--- config.mk ---
export PLATFORM = sky130hd
export DESIGN_NAME = pow_arbiter
export DESIGN_NICKNAME = d
export VERILOG_FILES = /design/src/rtl/pow_arbiter.sv
export SDC_FILE = /design/constraint.sdc
export NUM_CORES = 2
export LEC_CHECK = 0
export CELL_PAD_IN_SITES_DETAIL_PLACEMENT = 2
export CELL_PAD_IN_SITES_GLOBAL_PLACEMENT = 2
export CORE_MARGIN = 1.5
export CORE_UTILIZATION = 30
export CTS_BUF_LIST = sky130_fd_sc_hd__clkbuf_8
export DETAILED_ROUTE_END_ITERATION = 6
export PLACE_DENSITY = 0.7
export SLEW_MARGIN = 0
export SYNTH_ARGS = -nofsm -noshare
export SYNTH_HDL_FRONTEND = slang
export SYNTH_SLANG_ARGS = --single-unit
--- constraint.sdc ---
create_clock -name clk -period 9.08 [get_ports clk]
set_input_delay 0.908 -clock clk [delete_from_list [all_inputs] [get_ports clk]]
set_output_delay 0.908 -clock clk [all_outputs]
set_load 0.01 [all_outputs]
--- src/rtl/pow_arbiter.sv ---
`default_nettype none
// ---------------------------------------------------------------------------
// pow_arbiter: round-robin shared iterative fixed-point x^POWER engine
// Rev 1.0
// ---------------------------------------------------------------------------
module pow_arbiter #(
   parameter int NUM_REQ = 4,
   parameter int Q       = 15,
   parameter int POWER   = 2
) (
   input  logic                       clk,
   input  logic                       rst,
   input  logic [NUM_REQ-1:0]         req_valid,
   input  logic [16*NUM_REQ-1:0]      req_data,
   output logic [NUM_REQ-1:0]         req_ready,
   output logic                       out_valid,
   output logic [31:0]                out_data,
   output logic [$clog2(NUM_REQ)-1:0] out_id,
   input  logic                       out_ready,
   output logic                       busy
);

   localparam int ID_W  = $clog2(NUM_REQ);
   localparam int CNT_W = 4;

   typedef enum logic [1:0] {
      IDLE = 2'd0,
      MUL  = 2'd1,
      OUT  = 2'd2
   } state_t;

   state_t              state;
   state_t              state_nx;
   logic [ID_W-1:0]     rr_ptr;
   logic [CNT_W-1:0]    cnt;
   logic signed [15:0]  x_reg;
   logic signed [31:0]  acc;

   logic [ID_W-1:0]     grant_id;
   logic                grant_any;
   logic                accept;
   logic                mul_last;
   logic [15:0]         sample;
   logic [31:0]         sample_ext;
   logic signed [47:0]  prod;
   logic [31:0]         mul_next;

   // Reverse scan so the requester closest to rr_ptr wins.
   always_comb begin
      int idx;
      grant_id  = '0;
      grant_any = 1'b0;
      idx       = 0;
      for (int k = NUM_REQ - 1; k >= 0; k--) begin
         idx = (int'(rr_ptr) + k) % NUM_REQ;
         if (req_valid[idx[ID_W-1:0]]) begin
            grant_any = 1'b1;
            grant_id  = idx[ID_W-1:0];
         end
      end
   end

   assign accept     = (state == IDLE) && grant_any;
   assign sample     = req_data[16*grant_id +: 16];
   assign sample_ext = {{16{sample[15]}}, sample};
   assign mul_last   = (cnt == CNT_W'(POWER - 2));
   assign busy       = (state != IDLE);

   // Sign-extended 48-bit product; the low 48 bits are exact for two's complement.
   assign prod     = $signed({{16{acc[31]}}, acc}) * $signed({{32{x_reg[15]}}, x_reg});
   assign mul_next = 32'(prod >>> Q);

   always_comb begin
      req_ready = '0;
      if (accept) req_ready[grant_id] = 1'b1;
   end

   always_comb begin
      state_nx = state;
      case (state)
         IDLE:    if (grant_any) state_nx = (POWER == 1) ? OUT : MUL;
         MUL:     if (mul_last) state_nx = OUT;
         OUT:     if (out_ready) state_nx = IDLE;
         default: state_nx = IDLE;
      endcase
   end

   always_ff @(posedge clk or posedge rst) begin
      if (rst) state <= IDLE;
      else     state <= state_nx;
   end

   always_ff @(posedge clk or posedge rst) begin
      if (rst) begin
         rr_ptr    <= '0;
         cnt       <= '0;
         x_reg     <= '0;
         acc       <= '0;
         out_valid <= 1'b0;
         out_data  <= '0;
         out_id    <= '0;
      end else if (accept) begin
         x_reg  <= sample;
         acc    <= sample_ext;
         out_id <= grant_id;
         rr_ptr <= (grant_id == ID_W'(NUM_REQ - 1)) ? '0 : grant_id + ID_W'(1);
         cnt    <= '0;
         if (POWER == 1) begin
            out_data  <= sample_ext;
            out_valid <= 1'b1;
         end
      end else if (state == MUL) begin
         if (mul_last) begin
            out_data  <= mul_next;
            out_valid <= 1'b1;
         end else begin
            acc <= mul_next;
            cnt <= cnt + CNT_W'(1);
         end
      end else if (state == OUT && out_ready) begin
         out_valid <= 1'b0;
      end
   end

endmodule
`default_nettype wire
==> qor.txt <==
Outcome -> completed
I/O Buffers -> 110
Worst-Margin Slew -> 1.16 ns
GPL Wtd Cong -> 0.851
Post-synth cell types -> 63
Post-DP HPWL -> 60.9 mm
Reg2reg path depth -> 20
Post_cts resized -> 0
CTS Hold Bufs -> 0
First-pass GRT wire length -> 122 mm
Routed WL per cell -> 22.4 um
Area Growth Syn to Fin -> 10.7%
Nets -> 3127
Max Clock Skew -> 0.0145 ns
Post-synth EDFFs -> 0
Die Height -> 272 um
Clk root buf -> clkbuf_8
Die width -> 272 um
Worst skew pair latency -> 0.39 ns
Kind of critical path -> reg -> reg
Antenna violations before repair -> 4
Clk slew on worst S/H paths -> 0.10 ns
Via count -> 16700
Clock Tree Buf Depth -> 2
Core Box Area -> 0.0715 mm^2
Number of synthesized register bits -> 91
Final WL -> 76.7 mm
Setup TNS -> 0 ns
1st-pass router iterations -> 4
Grt total ovfl -> 0
Most frequent cell after synthesis -> inv_1
CP required -> 9.33 ns
Relative slew margins -> 0.226
Vias in the first global route -> 20500
GRT Overall Usage -> 0.217
YS warnings -> 0
Post-synth top cells -> 551 x inv_1, 479 x fa_1, 427 x nand2_1, 207 x and2_1, 115 x ha_1
H-tree lvl count -> 3
Pin count of the biggest net entering global routing -> 61
CTS buffer count -> 9
RSZ-0062 raised after global routing -> false
Fin crit share -> 0.833
Crit path DAT -> 7.81 ns
Post-Route Utilization -> 0.336
Final setup viols -> 0
Rows -> 98
Asr flop ratio synth -> 1.00
Min cycle time layout -> 7.56 ns
Synth area leader -> fa_1
Final hold vios -> 0
Synthesized net count -> 3087
Hold path cells -> 2
Number of setup buffers added after CTS -> 0
Average cell area after synthesis -> 8.96 um^2
Initial Util -> 0.303
Die Area -> 0.0739 mm^2
Post-route DRC -> 0
Pins Over Slew Limit -> 0
Clk sinks -> 91
Synth top area cells -> fa_1 44%, dfrtp_1 10%, inv_1 9.5%
I/O pin count -> 111
Vias per Instance -> 4.89
Post-synthesis cell count -> 2422
Fmax -> 132 MHz
Fillers -> 7939
Startpoint types -> register
Critical path peak fanout -> 15
Post-Syn Area -> 0.0217 mm^2
CP Capture Type -> register
Main synth FF type -> dfrtp_1
CTS tree -> yes
Max-Cap Viols -> 0
Layout cell share with drive strength beyond 1 -> 0.0389
Worst hold path type -> reg -> reg
Synth top area share -> 0.442
Sequential area share after synthesis -> 0.105
Post-route antenna net violation count -> 0
DRT iter0 DRCs -> 632
per-layer routing:
layer	GRT usage	part of all wire	vias up	wire length [um]
li1	-	-	7243	-
met1	0.271	0.42	9035	32100
met2	0.392	0.51	339	39400
met3	0.0223	0.036	108	2800
met4	0.0642	0.030	4	2330
met5	0	0.00035	-	27
area by class of cell:
class,instances,area [um^2],area share
clock inverters,7,62.6,0.00260
clock buffers,9,124,0.00516
diodes,1,2.50,0.000104
well taps,950,1190,0.0495
flip-flops and latches,91,2290,0.0953
inverters,553,2080,0.0865
repair buffers,143,1350,0.0562
multi-input cells,1664,16900,0.705
per-stage QoR:
stage	worst slack, ns	hold slack (ns)	area [um^2]	std cells
floorplan	2.76	0.471	21700	2422
CTS	1.51	0.504	24000	3417
global route	1.29	0.539	24000	3417
detailed placement	1.56	0.476	23800	3401
finish	1.52	0.506	24000	3418
global placement	1.67	0.467	23800	3401
kinds of logic (layout without fill, tap and decap cells):
group | after synthesis | after routing | synth area share
AO/OA/AOI/OAI | 206 | 206 | 0.0638
flip-flops | 91 | 91 | 0.105
adder cells (fa/ha/maj) | 594 | 594 | 0.508
AND/OR/NAND/NOR | 768 | 768 | 0.165
buffers and inverters | 667 | 712 | 0.116
other | 0 | 1 | 0
multiplexers | 48 | 48 | 0.0227
XOR/XNOR | 48 | 48 | 0.0194
cells in the final DEF (no fill, tap or decap), types with 3 or more instances in the layout:
cell type	synthesis	layout
a21oi_2	3	3
dfrtp_2	0	9
nor2_1	55	54
nor2b_1	4	3
o21ai_0	53	53
clkbuf_8	0	9
dfrtp_1	91	82
nand3_1	26	26
o21bai_1	5	5
inv_1	551	552
a211oi_1	10	10
mux2i_1	38	38
clkdlybuf4s50_1	0	110
ha_1	115	115
a21o_1	18	18
buf_4	0	33
and2_1	207	207
nand2b_1	9	9
a21oi_1	50	50
xor2_1	15	15
fa_1	479	479
mux2_2	10	10
nor3_1	6	6
xnor2_1	33	33
o31ai_1	6	6
a31oi_1	7	7
o211ai_1	8	8
nand2_1	427	427
o221a_2	5	5
nand4_1	15	15
and3_1	5	5
a21boi_0	3	3
a221o_1	4	4
o21ai_1	9	9
final timing paths:
| path | from | end | slack (ns) |
|---|---|---|---|
| max in group asynchronous | rst | x_reg[4] | 6.90 |
| min reg2reg | out_data[0] | out_data[0] | 0.51 |
| min in group asynchronous | rst | x_reg[7] | 0.90 |
| min | out_data[0] | out_data[0] | 0.51 |
| max | x_reg[15] | acc[20] | 1.52 |
| max reg2reg | x_reg[15] | acc[20] | 1.52 |
worst max-delay path, cell delays in order (launching register included):
cell	delay, ns
dfrtp_1	0.54
clkinv_1	0.55
buf_4	0.41
nor2_1	0.20
fa_1	0.47
fa_1	0.46
fa_1	0.54
fa_1	0.48
fa_1	0.51
inv_1	0.09
fa_1	0.49
inv_1	0.05
ha_1	0.38
a21oi_2	0.29
o211ai_2	0.19
a2111oi_4	0.47
nand2_2	0.16
a31o_4	0.30
a31oi_2	0.36
xor2_1	0.34
a21oi_1	0.12
Power is left out: the tool's default activity adds up to more than one toggle a clock period on the data nets, which glitch-free logic cannot reach.
